==> src/rtl/uart_pkg.sv <==
// Shared constants for the UART command engine: parity modes,
// FSM state encodings and read_err bit positions.
package uart_pkg;

    localparam int PAR_NONE = 0;
    localparam int PAR_ODD  = 1;
    localparam int PAR_EVEN = 2;

    localparam int ERR_PAR = 0;
    localparam int ERR_FRM = 1;
    localparam int ERR_TMO = 2;

    typedef enum logic [2:0] {
        IDLE    = 3'd0,
        TX_BYTE = 3'd1,
        TX_GAP  = 3'd2,
        RX_WAIT = 3'd3,
        RX_BYTE = 3'd4,
        DONE    = 3'd5
    } state_t;

endpackage

==> src/rtl/uart_cmd_engine_if.sv <==
// Command handshake plus serial lines and read-response bundle
// of the UART command engine.
interface uart_cmd_engine_if #(
    parameter int CMD_WIDTH  = 16,
    parameter int READ_WIDTH = 8
);
    logic [CMD_WIDTH-1:0]  cmd_in;
    logic                  cmd_vld;
    logic                  cmd_rdy;
    logic                  rx;
    logic                  tx;
    logic                  read_vld;
    logic [READ_WIDTH-1:0] read_data;
    logic [2:0]            read_err;

    modport master (
        output cmd_in, cmd_vld, rx,
        input  cmd_rdy, tx, read_vld, read_data, read_err
    );

    modport slave (
        input  cmd_in, cmd_vld, rx,
        output cmd_rdy, tx, read_vld, read_data, read_err
    );
endinterface

==> src/rtl/uart_rx_byte.sv <==
// Receive one UART character: 2-flop sync, start validation at
// half-bit, centre sampling, parity and stop checks.
module uart_rx_byte
    import uart_pkg::*;
#(
    parameter int DIV       = 434,
    parameter int PARITY    = 1,
    parameter int STOP_BITS = 1
) (
    input  logic       clk,
    input  logic       rst_n,
    input  logic       i_rx,
    input  logic       i_en,
    output logic       o_busy,
    output logic [7:0] o_byte,
    output logic       o_byte_vld,
    output logic       o_par_err,
    output logic       o_frm_err
);
    localparam int NB = 9 + ((PARITY != PAR_NONE) ? 1 : 0) + STOP_BITS;
    localparam int CW = $clog2(DIV);

    logic          r_s1, r_s2, r_s3;
    logic          r_act;
    logic [CW-1:0] r_cnt;
    logic [3:0]    r_idx;
    logic [7:0]    r_sh;
    logic          w_fall;

    assign w_fall = r_s3 & ~r_s2;
    assign o_busy = r_act;
    assign o_byte = r_sh;

    always_ff @(posedge clk or negedge rst_n) begin
        if (!rst_n) begin
            r_s1       <= 1'b1;
            r_s2       <= 1'b1;
            r_s3       <= 1'b1;
            r_act      <= 1'b0;
            r_cnt      <= '0;
            r_idx      <= '0;
            r_sh       <= '0;
            o_byte_vld <= 1'b0;
            o_par_err  <= 1'b0;
            o_frm_err  <= 1'b0;
        end else begin
            r_s1       <= i_rx;
            r_s2       <= r_s1;
            r_s3       <= r_s2;
            o_byte_vld <= 1'b0;
            if (!i_en) begin
                r_act <= 1'b0;
            end else if (!r_act) begin
                if (w_fall) begin
                    r_act     <= 1'b1;
                    r_cnt     <= CW'(DIV/2 - 1);
                    r_idx     <= '0;
                    o_par_err <= 1'b0;
                    o_frm_err <= 1'b0;
                end
            end else if (r_cnt != '0) begin
                r_cnt <= r_cnt - 1'b1;
            end else begin
                // reload from the sample point itself, so no drift accumulates
                r_cnt <= CW'(DIV - 1);
                r_idx <= r_idx + 4'd1;
                if (r_idx == 4'd0) begin
                    if (r_s2) r_act <= 1'b0;
                end else if (r_idx <= 4'd8) begin
                    r_sh <= {r_s2, r_sh[7:1]};
                end else if (PARITY != PAR_NONE && r_idx == 4'd9) begin
                    o_par_err <= (^{r_sh, r_s2}) != (PARITY == PAR_ODD);
                end else begin
                    if (!r_s2) o_frm_err <= 1'b1;
                    if (r_idx == 4'(NB - 1)) begin
                        r_act      <= 1'b0;
                        o_byte_vld <= 1'b1;
                    end
                end
            end
        end
    end
endmodule

==> src/rtl/uart_cmd_engine.sv <==
// Sends a command over UART MSB byte first; read commands then
// collect a framed response with inter-byte timeout.
module uart_cmd_engine
    import uart_pkg::*;
#(
    parameter int CLK_HZ       = 50000000,
    parameter int BAUD         = 115200,
    parameter int CMD_WIDTH    = 16,
    parameter int READ_WIDTH   = 8,
    parameter int PARITY       = 1,
    parameter int STOP_BITS    = 1,
    parameter int TIMEOUT_BITS = 40
) (
    input logic               clk,
    input logic               rst_n,
    uart_cmd_engine_if.slave  bus
);
    localparam int DIV   = CLK_HZ / BAUD;
    localparam int NBITS = 9 + ((PARITY != PAR_NONE) ? 1 : 0) + STOP_BITS;
    localparam int NCB   = CMD_WIDTH / 8;
    localparam int NRB   = READ_WIDTH / 8;
    localparam int TMO   = TIMEOUT_BITS * DIV;
    localparam int CW    = $clog2(DIV);
    localparam int TW    = $clog2(TMO);

    state_t                r_state;
    logic [CMD_WIDTH-1:0]  r_cmd;
    logic                  r_is_rd;
    logic [3:0]            r_tx_left;
    logic [11:0]           r_shift;
    logic [3:0]            r_bit;
    logic [CW-1:0]         r_baud;
    logic [TW-1:0]         r_tmo;
    logic [3:0]            r_rx_cnt;
    logic [READ_WIDTH-1:0] r_acc;
    logic [2:0]            r_err;
    logic                  r_tx, r_cmd_rdy, r_read_vld;
    logic [READ_WIDTH-1:0] r_read_data;
    logic [2:0]            r_read_err;

    logic                  w_rx_en, w_busy, w_bvld, w_perr, w_ferr;
    logic [7:0]            w_byte;
    logic [5:0]            w_lsb;
    logic [READ_WIDTH-1:0] w_acc_nxt;
    logic [2:0]            w_err_nxt;

    assign bus.tx        = r_tx;
    assign bus.cmd_rdy   = r_cmd_rdy;
    assign bus.read_vld  = r_read_vld;
    assign bus.read_data = r_read_data;
    assign bus.read_err  = r_read_err;
    assign w_rx_en       = (r_state == RX_WAIT) || (r_state == RX_BYTE);

    // {stop..., parity, data, start}; unused upper bits stay 1
    function automatic logic [11:0] frame(input logic [7:0] d);
        logic [11:0] f;
        f      = '1;
        f[0]   = 1'b0;
        f[8:1] = d;
        if (PARITY == PAR_ODD)  f[9] = ~^d;
        if (PARITY == PAR_EVEN) f[9] = ^d;
        return f;
    endfunction

    always_comb begin
        w_lsb                 = 6'((NRB - 1 - int'(r_rx_cnt)) * 8);
        w_acc_nxt             = r_acc;
        w_acc_nxt[w_lsb +: 8] = w_byte;
        w_err_nxt             = r_err;
        w_err_nxt[ERR_PAR]    = r_err[ERR_PAR] | w_perr;
        w_err_nxt[ERR_FRM]    = r_err[ERR_FRM] | w_ferr;
    end

    uart_rx_byte #(
        .DIV       (DIV),
        .PARITY    (PARITY),
        .STOP_BITS (STOP_BITS)
    ) u_rx (
        .clk        (clk),
        .rst_n      (rst_n),
        .i_rx       (bus.rx),
        .i_en       (w_rx_en),
        .o_busy     (w_busy),
        .o_byte     (w_byte),
        .o_byte_vld (w_bvld),
        .o_par_err  (w_perr),
        .o_frm_err  (w_ferr)
    );

    always_ff @(posedge clk or negedge rst_n) begin
        if (!rst_n) begin
            r_state     <= IDLE;
            r_cmd       <= '0;
            r_is_rd     <= 1'b0;
            r_tx_left   <= '0;
            r_shift     <= '0;
            r_bit       <= '0;
            r_baud      <= '0;
            r_tmo       <= '0;
            r_rx_cnt    <= '0;
            r_acc       <= '0;
            r_err       <= '0;
            r_tx        <= 1'b1;
            r_cmd_rdy   <= 1'b1;
            r_read_vld  <= 1'b0;
            r_read_data <= '0;
            r_read_err  <= '0;
        end else begin
            r_read_vld <= 1'b0;
            unique case (r_state)
                IDLE: if (bus.cmd_vld) begin
                    r_cmd     <= bus.cmd_in << 8;
                    r_is_rd   <= bus.cmd_in[CMD_WIDTH-1];
                    r_tx_left <= 4'(NCB - 1);
                    r_shift   <= frame(bus.cmd_in[CMD_WIDTH-1 -: 8]) >> 1;
                    r_tx      <= 1'b0;
                    r_bit     <= 4'(NBITS - 1);
                    r_baud    <= CW'(DIV - 1);
                    r_rx_cnt  <= '0;
                    r_acc     <= '0;
                    r_err     <= '0;
                    r_cmd_rdy <= 1'b0;
                    r_state   <= TX_BYTE;
                end
                TX_BYTE: if (r_baud != '0) begin
                    r_baud <= r_baud - 1'b1;
                end else begin
                    r_tx    <= r_shift[0];
                    r_shift <= r_shift >> 1;
                    r_bit   <= r_bit - 4'd1;
                    r_baud  <= CW'(DIV - 1);
                    if (r_bit == 4'd1) r_state <= TX_GAP;
                end
                // TX_GAP spans the final stop bit, so the next start follows directly
                TX_GAP: if (r_baud != '0) begin
                    r_baud <= r_baud - 1'b1;
                end else if (r_tx_left != '0) begin
                    r_cmd     <= r_cmd << 8;
                    r_tx_left <= r_tx_left - 4'd1;
                    r_shift   <= frame(r_cmd[CMD_WIDTH-1 -: 8]) >> 1;
                    r_tx      <= 1'b0;
                    r_bit     <= 4'(NBITS - 1);
                    r_baud    <= CW'(DIV - 1);
                    r_state   <= TX_BYTE;
                end else if (r_is_rd) begin
                    r_tmo   <= TW'(TMO - 1);
                    r_state <= RX_WAIT;
                end else begin
                    r_state <= DONE;
                end
                RX_WAIT: if (w_busy) begin
                    r_state <= RX_BYTE;
                end else if (r_tmo == '0) begin
                    r_read_vld  <= 1'b1;
                    r_read_data <= r_acc;
                    r_read_err  <= r_err | 3'(1 << ERR_TMO);
                    r_state     <= DONE;
                end else begin
                    r_tmo <= r_tmo - 1'b1;
                end
                RX_BYTE: if (w_bvld) begin
                    r_acc    <= w_acc_nxt;
                    r_err    <= w_err_nxt;
                    r_rx_cnt <= r_rx_cnt + 4'd1;
                    if (r_rx_cnt == 4'(NRB - 1)) begin
                        r_read_vld  <= 1'b1;
                        r_read_data <= w_acc_nxt;
                        r_read_err  <= w_err_nxt;
                        r_state     <= DONE;
                    end else begin
                        r_tmo   <= TW'(TMO - 1);
                        r_state <= RX_WAIT;
                    end
                end else if (!w_busy) begin
                    r_tmo   <= TW'(TMO - 1);
                    r_state <= RX_WAIT;
                end
                DONE: begin
                    r_cmd_rdy <= 1'b1;
                    r_state   <= IDLE;
                end
                default: r_state <= IDLE;
            endcase
        end
    end
endmodule

==> src/flat_wrapper.sv <==
// flat-port wrapper written by rule: the top's interface ports become plain ports
module uart_cmd_engine_flat import uart_pkg::*;
#(
    parameter int CLK_HZ       = 50000000,
    parameter int BAUD         = 115200,
    parameter int CMD_WIDTH    = 16,
    parameter int READ_WIDTH   = 8,
    parameter int PARITY       = 1,
    parameter int STOP_BITS    = 1,
    parameter int TIMEOUT_BITS = 40
)
  (clk, rst_n, bus_cmd_in, bus_cmd_vld, bus_rx, bus_cmd_rdy, bus_tx, bus_read_vld, bus_read_data, bus_read_err);
  uart_cmd_engine_if #(.CMD_WIDTH(CMD_WIDTH), .READ_WIDTH(READ_WIDTH)) bus_i ();
  input logic clk;
  input logic rst_n;
  input wire logic [$bits(bus_i.cmd_in)-1:0] bus_cmd_in;
  input wire logic [$bits(bus_i.cmd_vld)-1:0] bus_cmd_vld;
  input wire logic [$bits(bus_i.rx)-1:0] bus_rx;
  output wire logic [$bits(bus_i.cmd_rdy)-1:0] bus_cmd_rdy;
  output wire logic [$bits(bus_i.tx)-1:0] bus_tx;
  output wire logic [$bits(bus_i.read_vld)-1:0] bus_read_vld;
  output wire logic [$bits(bus_i.read_data)-1:0] bus_read_data;
  output wire logic [$bits(bus_i.read_err)-1:0] bus_read_err;
  assign bus_i.cmd_in = bus_cmd_in;
  assign bus_i.cmd_vld = bus_cmd_vld;
  assign bus_i.rx = bus_rx;
  assign bus_cmd_rdy = bus_i.cmd_rdy;
  assign bus_tx = bus_i.tx;
  assign bus_read_vld = bus_i.read_vld;
  assign bus_read_data = bus_i.read_data;
  assign bus_read_err = bus_i.read_err;
  uart_cmd_engine #(.CLK_HZ(CLK_HZ), .BAUD(BAUD), .CMD_WIDTH(CMD_WIDTH), .READ_WIDTH(READ_WIDTH), .PARITY(PARITY), .STOP_BITS(STOP_BITS), .TIMEOUT_BITS(TIMEOUT_BITS)) u_core (.clk(clk), .rst_n(rst_n), .bus(bus_i));
endmodule
==> config.mk <==
export PLATFORM = sky130hd
export DESIGN_NAME = uart_cmd_engine_flat
export DESIGN_NICKNAME = d
export VERILOG_FILES = /design/src/rtl/uart_pkg.sv /design/src/rtl/uart_cmd_engine_if.sv /design/src/rtl/uart_rx_byte.sv /design/src/rtl/uart_cmd_engine.sv /design/src/flat_wrapper.sv
export SDC_FILE = /design/constraint.sdc
export NUM_CORES = 1
export LEC_CHECK = 0
export ABC_AREA = 1
export CORE_UTILIZATION = 69
export CTS_CLUSTER_DIAMETER = 40
export CTS_CLUSTER_SIZE = 24
export DETAILED_ROUTE_END_ITERATION = 16
export DONT_BUFFER_PORTS = 1
export PLACE_DENSITY = 0.85
export SYNTH_ARGS = -nofsm -noshare
export SYNTH_HDL_FRONTEND = slang
export SYNTH_SLANG_ARGS = --single-unit
==> constraint.sdc <==
create_clock -name clk -period 5.8 [get_ports clk]
set_clock_uncertainty 0.1 [all_clocks]
set_input_delay 1.74 -clock clk [delete_from_list [all_inputs] [get_ports clk]]
set_output_delay 1.74 -clock clk [all_outputs]
set_load 0.05 [all_outputs]
==> results.cfg <==
[outcome]
status = finished, violations left
violations = DRC

[global_route]
grt_pass1_vias = 5190
grt_overflow_total = 0
busiest_layer = met2
grt_pass1_wl_microns = 23100
met3_usage_pct = 5.37
grt_max_degree = 112
antenna_found_initial = 0
grt_use_total_pct = 29.5
gr-usage-met1_pct = 37.2
met2_usage_pct = 50.5

[placed_design]
routabilityCongestion = 0.856
portBuffers = 0
dp_cells = 934
dp.final_hpwl_microns = 9480

[timing]
tns_ps = 0
setup_viol = 0
hold_ws_ps = 263
timing.final.crit_share_pct = 51.5
maxSlewViolCount = 0
max_freq_mhz = 335
max_slew.worst_pin.slew_ps = 823
slew_headroom_pct = 45.1
post-route-min-period_ps = 2990
rsz0062_at_grt = false
hold_viol = 0

[pwr]
seq_power_share_pct = 40.4
p_total_w = 0.00296
internal-power_w = 0.00162
p_sw_share_pct = 45.5
power_density_mw_per_mm2 = 451
clkPwrFrac_pct = 15.9
vdd_ir_drop_max_uv = 231
power.leakage_nw = 3.35
p_sw_w = 0.00135
p_comb_share_pct = 43.6

[route]
drtPass1Iterations = 11
drc = 2
drtIter0Drc = 329
wl_microns = 13200
vias = 5386
drtAntennaViolNets = 0
via_per_inst = 5.67
wire_per_inst_microns = 13.9

[clock_network]
cts_buffer_depth = 2
cts_num_sinks = 111
tritoncts = built
clock_latency_ps = 370
htreeDepth = 3
clk_pin_slew_worst_paths_ps = 100
cts-resized-gates = 0
hold_buffers = 0
cts-root-buf = clkbuf_8
cts_setup_buffers = 0
numCtsBuffers = 9

[die]
fp.dieH_microns = 98.3
die_x_microns = 98.3
die_area_sq_mm = 0.00967
floorplan.initialDensity_pct = 72.4
fp-row-count = 34
core_area_sq_mm = 0.00885
io_pins = 34

[cells_and_area]
syn2layout_area_growth_pct = 2.68
final_cell_mix = nand2_1 (306), dfrtp_1 (106), inv_1 (87), nor2_1 (64), o21ai_0 (55)
utilization_pct = 74.3
final_nets = 872
drive_gt1_share_pct = 7.01
mostFrequentLayoutCell = nand2_1
antenna_cells = 0
final_cell_count_no_fill = 950

[yosys]
yosys.area_share.simple_pct = 30.9
async_flop_share_pct = 100
ys_seq_area_share_pct = 43.5
synth_mux_area_share_pct = 0
synth_cells = 847
synth_seq_cells = 111
synth_top_family_by_area = simple AND/OR/NAND/NOR gates
synth_top_flop_cell = dfrtp_1
synth_nets = 882
synth_compound_area_share_pct = 10.1
yosys_warnings = 0
syn_area_sq_mm = 0.00640
synthAdderAreaFrac_pct = 2.93
synth_edf_count = 0
synth.distinct_cells = 43
avgSynthCellArea_sq_um = 7.56
synth_xor_area_share_pct = 4.38

[worst_setup_path]
endpoint_kind = flop
crit_fanout = 23
cp.arrival_ps = 3150
crit_required_ps = 5960
worstSetupPathType = primary input to flop
setup.worst_path.start_class = primary input

[min_path]
hold_path_class = flop to flop

[run]
cap_violations = 0
==> layer usage <==
metal / vias to the layer above / wire, microns
li1: 2661 / -
met1: 2561 / 5740
met4: 0 / 344
met2: 133 / 6560
met5: - / 0
met3: 31 / 596
==> flip-flops by register name, indices dropped and copies added (netlist names), 2 cells and up <==
name / count
u_core.bus.read_data: 8
u_core.bus.read_err: 3
u_core.r_acc: 8
u_core.r_baud: 9
u_core.r_bit: 4
u_core.r_cmd: 8
u_core.r_err: 2
u_core.r_rx_cnt: 4
u_core.r_shift: 11
u_core.r_state: 3
u_core.r_tmo: 15
u_core.r_tx_left: 4
u_core.u_rx.o_byte: 8
u_core.u_rx.r_cnt: 9
u_core.u_rx.r_idx: 4
==> synthesized netlist by cell type (4+ instances only) <==
cell / count / area, sq um
clkbuf_1: 7 / 26.3
o22ai_1: 5 / 31.3
or2_2: 5 / 31.3
xnor2_1: 15 / 131
nand2_4: 6 / 67.6
inv_2: 4 / 15.0
xor2_1: 17 / 149
nand4_1: 5 / 31.3
nor3_1: 10 / 50.1
ha_1: 15 / 188
a21oi_1: 22 / 110
buf_6: 8 / 90.1
nor2_1: 64 / 240
nand3_1: 43 / 215
nand2_2: 5 / 31.3
o21ai_2: 8 / 70.1
dfstp_2: 5 / 131
nand2_1: 306 / 1150
o21ai_0: 55 / 275
buf_4: 5 / 37.5
dfrtp_1: 106 / 2650
o21ai_1: 11 / 55.1
inv_1: 87 / 327
==> worst paths after layout <==
path,from,end,slack [ps],cells past startpoint
max,bus_cmd_vld,u_core.r_cmd[15],2810,6
min,u_core.u_rx.r_s1,u_core.u_rx.r_s2,260,0
max reg2reg,u_core.r_state[2],u_core.r_cmd[15],2890,9
min reg2reg,u_core.u_rx.r_s1,u_core.u_rx.r_s2,260,0
max in group asynchronous,rst_n,u_core.u_rx.r_s3,4430,0
min in group asynchronous,rst_n,u_core.r_shift[2],940,0
==> area by class of cell <==
type | count | area (sq um)
tap | 108 | 135
clock buffer | 10 | 128
multi-input combinational | 621 | 3090
sequential | 111 | 2780
clock inverter | 6 | 67.6
fill | 681 | 2270
inverter | 94 | 367
==> worst max-delay path: stages <==
cell	delay, ps
nand2_2	130
nand2_2	130
and3_1	710
nand2_4	230
nand2_1	140
nand2_1	60
==> power by group through the flow <==
stage | sequential, W | clock, W | combinational, W
after floorplan | 0.00115 | 0 | 0.00113
after global placement | 0.00120 | 0 | 0.00120
after detailed placement | 0.00121 | 0 | 0.00129
after CTS | 0.00119 | 0.000477 | 0.00129
after global routing | 0.00122 | 0.000502 | 0.00147
final | 0.00120 | 0.000472 | 0.00129
==> cells by family after synthesis <==
logic type / count (synthesis)
AOI/OAI and AO/OA: 114
xor gates and xnor gates: 32
adders and majority gates: 15
buffers and inverters: 115
DFF: 111
and+or+nand+nor: 460
==> stage by stage <==
step | worst slack, ps | area [sq um]
finish | 2810 | 6570
global route | 2730 | 6570
CTS | 2840 | 6570
detailed placement | 2430 | 6380
global placement | 2550 | 6380
floorplan | 3080 | 6400
Note: power is estimated with default switching activity, not from simulation.
